<file path="config.mk">
export PLATFORM = sky130hd
export DESIGN_NAME = nvme_host_init_seq
export DESIGN_NICKNAME = d
export VERILOG_FILES = /design/src/rtl/nvme_pkg.sv /design/src/rtl/nvme_reg_txn.sv /design/src/rtl/nvme_host_init_seq.sv
export SDC_FILE = /design/constraint.sdc
export NUM_CORES = 1
export LEC_CHECK = 0
export CAP_MARGIN = 20
export CORE_MARGIN = 3
export CORE_UTILIZATION = 40
export CTS_CLUSTER_DIAMETER = 100
export DETAILED_ROUTE_END_ITERATION = 8
export PLACE_DENSITY_LB_ADDON = 0.3
export SYNTH_ARGS = -nofsm -noshare
export SYNTH_HDL_FRONTEND = slang
export SYNTH_HIERARCHICAL = 1
export SYNTH_SLANG_ARGS = --single-unit
</file>
<file path="constraint.sdc">
create_clock -name clk -period 11 [get_ports clk]
set_clock_uncertainty 0.05 [all_clocks]
set_input_delay 1.65 -clock clk [delete_from_list [all_inputs] [get_ports clk]]
set_output_delay 1.65 -clock clk [all_outputs]
set_load 0.03 [all_outputs]
</file>
<file path="src/rtl/nvme_pkg.sv">
// Shared NVMe register map, CC/CSTS bit positions, error codes and FSM state encodings
// used by the host bring-up sequencer and its register transaction engine.
package nvme_pkg;

  localparam logic [15:0] REG_CAPL = 16'h0000;
  localparam logic [15:0] REG_CAPH = 16'h0004;
  localparam logic [15:0] REG_CC   = 16'h0014;
  localparam logic [15:0] REG_CSTS = 16'h001C;
  localparam logic [15:0] REG_AQA  = 16'h0024;
  localparam logic [15:0] REG_ASQL = 16'h0028;
  localparam logic [15:0] REG_ASQH = 16'h002C;
  localparam logic [15:0] REG_ACQL = 16'h0030;
  localparam logic [15:0] REG_ACQH = 16'h0034;

  localparam int CC_EN_BIT     = 0;
  localparam int CC_MPS_LSB    = 7;
  localparam int CC_IOSQES_LSB = 16;
  localparam int CC_IOCQES_LSB = 20;
  localparam int CSTS_RDY_BIT  = 0;
  localparam int CSTS_CFS_BIT  = 1;

  localparam logic [3:0] CC_IOSQES = 4'd6;
  localparam logic [3:0] CC_IOCQES = 4'd4;

  typedef enum logic [2:0] {
    ERR_NONE   = 3'd0,
    ERR_DIS_TO = 3'd1,
    ERR_EN_TO  = 3'd2,
    ERR_CFS    = 3'd3,
    ERR_AQA    = 3'd4,
    ERR_ALIGN  = 3'd5
  } err_code_e;

  typedef enum logic [4:0] {
    S_IDLE, S_RD_CAPL, S_RD_CAPH, S_WR_CC_DIS, S_POLL_DIS, S_GAP_DIS,
    S_WR_AQA, S_WR_ASQL, S_WR_ASQH, S_WR_ACQL, S_WR_ACQH, S_CHK_AQA,
    S_WR_CC_EN, S_POLL_RDY, S_GAP_RDY, S_DONE, S_ERR
  } seq_state_e;

  typedef enum logic {
    TXN_IDLE,
    TXN_RD2
  } txn_state_e;

  // SHN, AMS and CSS stay zero; only queue entry sizes, MPS and EN are set.
  function automatic logic [31:0] cc_enable(input logic [3:0] mps);
    logic [31:0] v;
    v = '0;
    v[CC_IOCQES_LSB +: 4] = CC_IOCQES;
    v[CC_IOSQES_LSB +: 4] = CC_IOSQES;
    v[CC_MPS_LSB +: 4]    = mps;
    v[CC_EN_BIT]          = 1'b1;
    return v;
  endfunction

endpackage

</file>
<file path="src/rtl/nvme_reg_txn.sv">
// Register-port transaction engine: writes complete in 1 cycle, reads hold the address
// for 2 cycles and ack in the 2nd, when the target's registered read data is valid.
module nvme_reg_txn
  import nvme_pkg::*;
(
  input  logic        clk,
  input  logic        reset_n,
  input  logic        req,
  input  logic        req_wr,
  input  logic [15:0] req_addr,
  input  logic [31:0] req_wdata,
  output logic        ack,
  output logic [31:0] rdata,
  output logic [15:0] reg_addr,
  output logic [31:0] reg_wr_data,
  output logic        reg_wr_en,
  input  logic [31:0] reg_rd_data
);

  txn_state_e  state_q, state_d;
  logic [15:0] addr_q, addr_d;

  always_ff @(posedge clk or negedge reset_n) begin
    if (!reset_n) begin
      state_q <= TXN_IDLE;
      addr_q  <= '0;
    end else begin
      state_q <= state_d;
      addr_q  <= addr_d;
    end
  end

  always_comb begin
    state_d     = state_q;
    addr_d      = addr_q;
    ack         = 1'b0;
    reg_addr    = '0;
    reg_wr_data = '0;
    reg_wr_en   = 1'b0;
    case (state_q)
      TXN_IDLE: begin
        if (req) begin
          reg_addr = req_addr;
          if (req_wr) begin
            reg_wr_en   = 1'b1;
            reg_wr_data = req_wdata;
            ack         = 1'b1;
          end else begin
            addr_d  = req_addr;
            state_d = TXN_RD2;
          end
        end
      end
      TXN_RD2: begin
        reg_addr = addr_q;
        ack      = 1'b1;
        state_d  = TXN_IDLE;
      end
      default: state_d = TXN_IDLE;
    endcase
  end

  assign rdata = reg_rd_data;

endmodule

</file>
<file path="src/rtl/nvme_host_init_seq.sv">
// Host-side NVMe bring-up sequencer: reads CAP, disables, waits !RDY, programs the admin
// queues, verifies AQA, enables and waits RDY, with CAP.TO-scaled poll timeouts.
module nvme_host_init_seq
  import nvme_pkg::*;
#(
  parameter int TIMEOUT_UNIT_CYC = 1000,
  parameter int POLL_GAP         = 4
) (
  input  logic        clk,
  input  logic        reset_n,
  input  logic        start,
  input  logic [63:0] asq_base,
  input  logic [63:0] acq_base,
  input  logic [11:0] asqs,
  input  logic [11:0] acqs,
  input  logic [3:0]  cfg_mps,
  output logic        busy,
  output logic        done,
  output logic        error,
  output logic [2:0]  err_code,
  output logic [15:0] cap_mqes,
  output logic [7:0]  cap_to,
  output logic [15:0] reg_addr,
  output logic [31:0] reg_wr_data,
  output logic        reg_wr_en,
  input  logic [31:0] reg_rd_data
);

  localparam logic [7:0] GAP_LAST = 8'(POLL_GAP - 1);

  seq_state_e  state_q, state_d;
  err_code_e   err_q, err_d;
  logic [63:0] asq_q, asq_d, acq_q, acq_d;
  logic [11:0] asqs_q, asqs_d, acqs_q, acqs_d;
  logic [3:0]  mps_q, mps_d;
  logic [15:0] mqes_q, mqes_d;
  logic [7:0]  to_q, to_d;
  logic [31:0] tmo_q, tmo_d;
  logic [7:0]  gap_q, gap_d;

  logic        txn_req, txn_wr, txn_ack;
  logic [15:0] txn_addr;
  logic [31:0] txn_wdata, txn_rdata;
  logic [31:0] aqa_val, tmo_limit;
  logic        poll_want_rdy, poll_match, poll_expired;

  assign aqa_val       = {4'b0, acqs_q, 4'b0, asqs_q};
  assign tmo_limit     = (to_q == 8'd0 ? 32'd1 : {24'd0, to_q}) * 32'(TIMEOUT_UNIT_CYC);
  assign poll_want_rdy = (state_q == S_POLL_RDY);
  assign poll_match    = (txn_rdata[CSTS_RDY_BIT] == poll_want_rdy);
  assign poll_expired  = (tmo_q >= tmo_limit);

  always_ff @(posedge clk or negedge reset_n) begin
    if (!reset_n) begin
      state_q <= S_IDLE;
      err_q   <= ERR_NONE;
      asq_q   <= '0;
      acq_q   <= '0;
      asqs_q  <= '0;
      acqs_q  <= '0;
      mps_q   <= '0;
      mqes_q  <= '0;
      to_q    <= '0;
      tmo_q   <= '0;
      gap_q   <= '0;
    end else begin
      state_q <= state_d;
      err_q   <= err_d;
      asq_q   <= asq_d;
      acq_q   <= acq_d;
      asqs_q  <= asqs_d;
      acqs_q  <= acqs_d;
      mps_q   <= mps_d;
      mqes_q  <= mqes_d;
      to_q    <= to_d;
      tmo_q   <= tmo_d;
      gap_q   <= gap_d;
    end
  end

  always_comb begin
    state_d   = state_q;
    err_d     = err_q;
    asq_d     = asq_q;
    acq_d     = acq_q;
    asqs_d    = asqs_q;
    acqs_d    = acqs_q;
    mps_d     = mps_q;
    mqes_d    = mqes_q;
    to_d      = to_q;
    tmo_d     = tmo_q;
    gap_d     = gap_q;
    txn_req   = 1'b0;
    txn_wr    = 1'b0;
    txn_addr  = '0;
    txn_wdata = '0;
    // Timeout runs across poll reads and the idle gaps between them.
    if (state_q inside {S_POLL_DIS, S_GAP_DIS, S_POLL_RDY, S_GAP_RDY}) tmo_d = tmo_q + 32'd1;
    case (state_q)
      S_IDLE, S_DONE, S_ERR: begin
        if (state_q == S_DONE) state_d = S_IDLE;
        if (start) begin
          asq_d  = asq_base;
          acq_d  = acq_base;
          asqs_d = asqs;
          acqs_d = acqs;
          mps_d  = cfg_mps;
          err_d  = ERR_NONE;
          if (asq_base[11:0] != 12'd0 || acq_base[11:0] != 12'd0) begin
            state_d = S_ERR;
            err_d   = ERR_ALIGN;
          end else begin
            state_d = S_RD_CAPL;
          end
        end
      end
      S_RD_CAPL: begin
        txn_req  = 1'b1;
        txn_addr = REG_CAPL;
        if (txn_ack) begin
          mqes_d  = txn_rdata[15:0];
          to_d    = txn_rdata[31:24];
          state_d = S_RD_CAPH;
        end
      end
      S_RD_CAPH: begin
        txn_req  = 1'b1;
        txn_addr = REG_CAPH;
        if (txn_ack) state_d = S_WR_CC_DIS;
      end
      S_WR_CC_DIS: begin
        txn_req = 1'b1; txn_wr = 1'b1; txn_addr = REG_CC;
        if (txn_ack) begin
          tmo_d   = '0;
          state_d = S_POLL_DIS;
        end
      end
      S_POLL_DIS, S_POLL_RDY: begin
        txn_req  = 1'b1;
        txn_addr = REG_CSTS;
        if (txn_ack) begin
          // CFS outranks a RDY match, which in turn outranks an expired timeout.
          if (txn_rdata[CSTS_CFS_BIT]) begin
            state_d = S_ERR;
            err_d   = ERR_CFS;
          end else if (poll_match) begin
            state_d = poll_want_rdy ? S_DONE : S_WR_AQA;
          end else if (poll_expired) begin
            state_d = S_ERR;
            err_d   = poll_want_rdy ? ERR_EN_TO : ERR_DIS_TO;
          end else begin
            state_d = poll_want_rdy ? S_GAP_RDY : S_GAP_DIS;
            gap_d   = '0;
          end
        end
      end
      S_GAP_DIS, S_GAP_RDY: begin
        if (gap_q == GAP_LAST) state_d = (state_q == S_GAP_RDY) ? S_POLL_RDY : S_POLL_DIS;
        else gap_d = gap_q + 8'd1;
      end
      S_WR_AQA: begin
        txn_req = 1'b1; txn_wr = 1'b1; txn_addr = REG_AQA; txn_wdata = aqa_val;
        if (txn_ack) state_d = S_WR_ASQL;
      end
      S_WR_ASQL: begin
        txn_req = 1'b1; txn_wr = 1'b1; txn_addr = REG_ASQL; txn_wdata = asq_q[31:0];
        if (txn_ack) state_d = S_WR_ASQH;
      end
      S_WR_ASQH: begin
        txn_req = 1'b1; txn_wr = 1'b1; txn_addr = REG_ASQH; txn_wdata = asq_q[63:32];
        if (txn_ack) state_d = S_WR_ACQL;
      end
      S_WR_ACQL: begin
        txn_req = 1'b1; txn_wr = 1'b1; txn_addr = REG_ACQL; txn_wdata = acq_q[31:0];
        if (txn_ack) state_d = S_WR_ACQH;
      end
      S_WR_ACQH: begin
        txn_req = 1'b1; txn_wr = 1'b1; txn_addr = REG_ACQH; txn_wdata = acq_q[63:32];
        if (txn_ack) state_d = S_CHK_AQA;
      end
      S_CHK_AQA: begin
        txn_req  = 1'b1;
        txn_addr = REG_AQA;
        if (txn_ack) begin
          if (txn_rdata != aqa_val) begin
            state_d = S_ERR;
            err_d   = ERR_AQA;
          end else begin
            state_d = S_WR_CC_EN;
          end
        end
      end
      S_WR_CC_EN: begin
        txn_req = 1'b1; txn_wr = 1'b1; txn_addr = REG_CC; txn_wdata = cc_enable(mps_q);
        if (txn_ack) begin
          tmo_d   = '0;
          state_d = S_POLL_RDY;
        end
      end
      default: state_d = S_IDLE;
    endcase
  end

  nvme_reg_txn u_txn (
    .clk         (clk),
    .reset_n     (reset_n),
    .req         (txn_req),
    .req_wr      (txn_wr),
    .req_addr    (txn_addr),
    .req_wdata   (txn_wdata),
    .ack         (txn_ack),
    .rdata       (txn_rdata),
    .reg_addr    (reg_addr),
    .reg_wr_data (reg_wr_data),
    .reg_wr_en   (reg_wr_en),
    .reg_rd_data (reg_rd_data)
  );

  assign busy     = !(state_q inside {S_IDLE, S_DONE, S_ERR});
  assign done     = (state_q == S_DONE);
  assign error    = (state_q == S_ERR);
  assign err_code = err_q;
  assign cap_mqes = mqes_q;
  assign cap_to   = to_q;

endmodule

</file>
==> After elaboration in Yosys (flattened, before gate mapping) <==
Cells that the tools add are included.
{ "totals": {"register_bits": 245, "latchBits": 0, "ram_bits": 0, "mem_bits_ro": 0, "output_inout_bits": 79, "n_memories": 0} }
{ "classes": {"add_sub_neg": 2, "n_mul": 1, "div_mod_pow": 0, "order_cmp": 1, "eq_ne": 40, "shift": 0, "mux": 59, "bitwise_logic": 2, "reduce_logical": 23} }
{ "op_table": {"columns": ["cell", "n"], "rows": [
  ["32-bit 2-to-1 mux", 6],
  ["32-bit one-hot mux with 6 select lines", 1],
  ["5-bit 2-to-1 mux", 19],
  ["5-bit one-hot mux with 13 select lines", 1],
  ["8-bit 2-to-1 mux", 6],
  ["6-bit one-hot mux with 8 select lines", 1],
  ["5-bit by 4-bit equality test with 1-bit output (second input constant)", 8],
  ["2-bit != test (second input constant)", 18],
  ["32-bit by 1-bit adder with 32-bit output (second input constant)", 1],
  ["32-bit by 18-bit >= comparator with 1-bit output", 1],
  ["32-bit by 28-bit != test with 1-bit output", 1],
  ["16-bit one-hot mux with 2 select lines", 1],
  ["3-bit 2-to-1 mux", 8],
  ["12-bit nonzero test", 2],
  ["5-bit by 3-bit equality test with 1-bit output (second input constant)", 4],
  ["8-bit one-hot mux with 2 select lines", 1],
  ["8-bit by 7-bit multiplier with 15-bit output (second input constant)", 1],
  ["13-bit AND reduction", 1],
  ["4-bit 2-to-1 mux", 3],
  ["12-bit OR reduction", 1],
  ["5-bit by 2-bit equality test with 1-bit output (second input constant)", 2],
  ["3-bit != test (second input constant)", 3],
  ["3-bit one-hot mux with 3 select lines", 1],
  ["8-bit by 1-bit adder with 8-bit output (second input constant)", 1],
  ["23 further kinds", 36]
]} }

==> Logic depth before layout (Yosys ltp) <==
{ "logic_depth": {"word_depth": 9, "mapped_depth": 28} }

==> Modules after synthesis <==
Netlist, hierarchy kept.
{ "modules_own_cells": {"columns": ["mod", "instances", "cells_per_inst", "area_per_inst_um2", "seq_area_each_um2"], "rows": [
  ["nvme_host_init_seq", 1, 1477, 12682.2, 5705.5],
  ["nvme_reg_txn", 1, 128, 1316.3, 425.4]
]} }

==> Worst setup path after synthesis <==
No wires, ideal clock.
{ "synth_timing": {"path_type": "register to register", "startpoint": "reg to_q[5] (netlist: cap_to[5])", "endpoint": "reg err_q[0] (netlist: err_code[0])", "setup_ns": 0.125, "arrival_ns": 6.048, "t_required_ns": 10.825, "slack_ns": 4.777, "path_stages_with_launch": 27, "n_path_buf": 0, "cell_sequence": "dfrtp_1 -> inv_1 -> ha_1 -> nand3_1 -> nand2b_1 -> and2_1 -> mux2_2 -> ha_1 -> inv_1 -> fa_1 -> inv_1 -> fa_1 -> inv_1 -> fa_1 -> inv_1 -> ha_1 -> o21a_1 -> nor2_1 -> a21oi_1 -> a211oi_1 -> xor2_1 -> ha_1 -> and4_1 -> nand3_1 -> o211a_1 -> or3b_4 -> mux2_4"} }
{ "synth_via": {"elab_chain_len": 6} }
{ "synth_rtl": {"columns": ["element", "line_no", "source"], "rows": [
  ["from (decl)", "nvme_host_init_seq.sv:37", "logic [7:0] to_q, to_d;"],
  ["from (signal assigned)", "nvme_host_init_seq.sv:75", "to_q <= to_d;"],
  ["8-bit zero test", "nvme_host_init_seq.sv:48", "assign tmo_limit = (to_q == 8'd0 ? 32'd1 : {24'd0, to_q}) * 32'(TIMEOUT_UNIT_CYC);"],
  ["8-bit 2-to-1 mux (*)", "nvme_host_init_seq.sv:48", null],
  ["8-bit by 7-bit multiplier with 15-bit output (*)", "nvme_host_init_seq.sv:48", null],
  ["32-bit by 18-bit >= comparator with 1-bit output (*)", "nvme_host_init_seq.sv:51", "assign poll_expired = (tmo_q >= tmo_limit);"],
  ["3-bit != test (no source line) (*)", null, null],
  ["7-bit AND reduction (no source line) (*)", null, null],
  ["to (signal assigned)", "nvme_host_init_seq.sv:68", "err_q <= err_d;"],
  ["to (decl)", "nvme_host_init_seq.sv:32", "err_code_e err_q, err_d;"]
]} }
Mark *: on every way between the ends. The rest lies on a longest branch, timed or not.
A chain may end at the register's enable or synchronous reset.

==> Final worst setup path <==
{ "layout_timing": {"startpoint": "reg to_q[2] (netlist: cap_to[2])", "endpoint": "reg err_q[2] (netlist: err_code[2])"} }
The elaborated chain is that of the path after synthesis.

==> metrics <==
outcome=finished clean; area grow syn2layout=28.04%; worst reg2reg endpoint=err_code[2]; drc violations=0; Hold Path End=asq_q[50]; vias in the first global route=12130; maximum VDD drop=0.6805 mV; unrepaired setup endpoints after global routing=false; Syn Std Cell Area=14000 um^2; YS warnings=6; Primary FF master, synth=dfrtp_1; hold path cells=2; R2R depth=27; H-Tree Depth=1; worst path required time=11.40 ns; layout cell share with drive strength beyond 1=6.602%; maxcap violations=0; CTS Buf Count=27; Chip Height=193.1 um; routed length per instance=18.41 um; Synth Instances=1605; iteration count of the initial detailed-routing pass=5; clock buffer depth=3; crit path kind=reg -> reg; Final Setup Violations=0; CP Launch Type=flip-flop; Post-Route WL=42310 um; Critical Path AT=6.96 ns; Ports=270; Rows=67; post-synthesis average cell area=8.722 um^2; largest net degree at the start of global routing=113; crit path from=cap_to[2]; Hold-fix buffers, CTS=0; first-pass GRT wire length=66430 um; Power, Total=7.418 mW; post-route ant nets=0; area leader, netlist=dfrtp_1; Layout Cells excl Fill=2298; global-route usage over all layers=22.62%; f_max=152.2 MHz; via count=11990; Vias/cell=5.215; count of final max-slew check failures=0; P_leak=8.436 nW; register area share after synthesis=43.80%; Hold Crit Class=reg -> reg; fin crit period=6.570 ns; ranking of synthesized cells by area=dfrtp_1, nand2_1, ha_1; die area=37280 um^2; top-count cell post-synth=nand2_1; Die Width=193.1 um; library cells used by synthesis=70; core area=34040 um^2; TritonCTS clock tree=built; initial antenna violation count=4; worst slew pin tran=1.054 ns; Design Area, Final=17920 um^2; Hold Vio Cnt, Final=0; Setup Buffers After CTS=0; Worst Path Max Fanout=8; Post-synth EDFFs=0; power per cell area=413.9 nW/um^2; Detailed Place HPWL=30360 um; CTS clk-pin slew, worst paths=0.06 ns; slew margin rel.=29.67%; gr ovfl total=0; clk_lat worst skew=0.57 ns; setup slack, reg-to-reg=4.43 ns; clock root buffer master=clkbuf_16; ys async rst share=100.0%; Commonest cells post-synth=nand2_1, dfrtp_1, nor2_1, clkbuf_1, ha_1; Post-layout nets=2094; number of port buffers=269; Final period util=59.72%; Initial Util=41.13%; Critical Path End Type=flip-flop; Yosys top cell area share=43.80%; dpl cells=2246; drt first-iter violations=935; HP Start=asq_q[50]; dpl cell area=16900 um^2; Yosys reg bits=245; worst reg2reg path startpoint=cap_to[2]; setup_tns=0 ns; routability-driven placement congestion ratio=0.9069; Sink Count=245; Post-CTS Resized=0
-- worst max-delay path, cell delays in order (launching register included) --
cell      delay, ns
dfrtp_1        0.45
inv_1          0.16
ha_1           0.16
nand3_1        0.08
nand2b_1       0.25
and2_1         0.24
mux2_2         0.30
ha_1           0.28
inv_1          0.05
fa_1           0.49
inv_1          0.05
fa_1           0.49
inv_1          0.05
fa_1           0.49
inv_1          0.04
ha_1           0.34
o21a_1         0.19
nor2_1         0.08
a21oi_1        0.07
a211oi_1       0.37
xor2_1         0.13
ha_1           0.31
o21ai_0        0.08
o21ai_0        0.24
a21oi_1        0.12
o211a_1        0.15
or3b_4         0.42
mux2_4         0.30
-- worst max path at each step --
| stage | end | slack [ns] |
|---|---|---|
| after CTS | err_code[2] | 4.46 |
| final | err_code[2] | 4.43 |
| after global routing | err_code[0] | 4.03 |
| after global placement | err_code[2] | 4.59 |
| after floorplan | err_code[0] | 4.78 |
| after detailed placement | err_code[2] | 4.48 |
-- cell usage in the layout, fill, tap and decap left out, types with 5 or more instances in the layout --
cell and n:
o21a_1 5, nand2b_1 9, inv_1 52, a22o_1 14
xnor2_1 40, mux2_2 32, a31oi_1 8, nand3_1 35
a21oi_1 19, fa_1 18, a222oi_1 8, conb_1 24
clkdlybuf4s50_1 268, and3_1 7, clkbuf_16 27, nor4_1 28
o211ai_1 7, nor2b_1 5, buf_4 14, a211oi_1 8
or2_2 5, and2_1 39, o21ai_0 22, mux2_4 11
nor3_1 18, nand4_1 18, bufinv_16 7, xor2_1 32
nand2_1 565, clkbuf_1 5, dfrtp_1 245, a22oi_1 36
and4_1 5, ha_1 57, nor2_1 77
-- layer usage --
layer | global-route usage, % | part of all wire [%] | up-vias
met2 | 38.72 | 49 | 351
met3 | 6.436 | 7.7 | 65
li1 | - | - | 5751
met5 | 0 | 0.064 | -
met4 | 5.647 | 2.8 | 4
met1 | 28.31 | 41 | 5814
-- state kept, by name, summed over array words and instances (netlist names), 5 cells and up --
| signal | flops |
|---|---|
| acq_q | 64 |
| acqs_q | 12 |
| state_q | 5 |
| gap_q | 8 |
| cap_mqes | 16 |
| tmo_q | 32 |
| cap_to | 8 |
| asq_q | 64 |
| asqs_q | 12 |
| u_txn/addr_q | 16 |
-- cells by family after synthesis --
logic type,count (synthesis),synth area share [%]
XOR/XNOR,72,4.505
adder cells (fa/ha/maj),75,7.669
flip-flops,245,43.80
AND/OR/NAND/NOR,837,25.84
other,1,0.02679
multiplexers,47,4.040
AO/OA/AOI/OAI,164,8.608
buffers and inverters,164,5.515
-- power by group --
| part | switching, mW | internal (mW) | total [mW] |
|---|---|---|---|
| logic | 2.70 | 2.09 | 4.79 |
| clock network | 0.393 | 0.645 | 1.04 |
| registers | 0.314 | 1.28 | 1.59 |
-- per-stage QoR --
stage / utilization (%) / hold slack, ns / setup WS, ns
2_1_floorplan: - / 0.3903 / 4.777
3_3_place_gp: 49.65 / 0.4046 / 4.594
3_5_place_dp: 49.65 / 0.4086 / 4.480
4_1_cts: 52.62 / 0.4240 / 4.457
5_1_grt: 52.66 / 0.4430 / 4.028
6_report: 52.66 / 0.4208 / 4.430
-- area by class of cell --
class,count,area (um^2)
inverters,52,195.2
clock buffers,36,749.5
flip-flops and latches,245,6131
clock inverters,13,261.5
diodes,2,5.005
fillers,3171,16110
repair buffers,283,2803
multi-input cells,1219,7218
well taps,448,560.5
(Power assumes the default switching activity.)
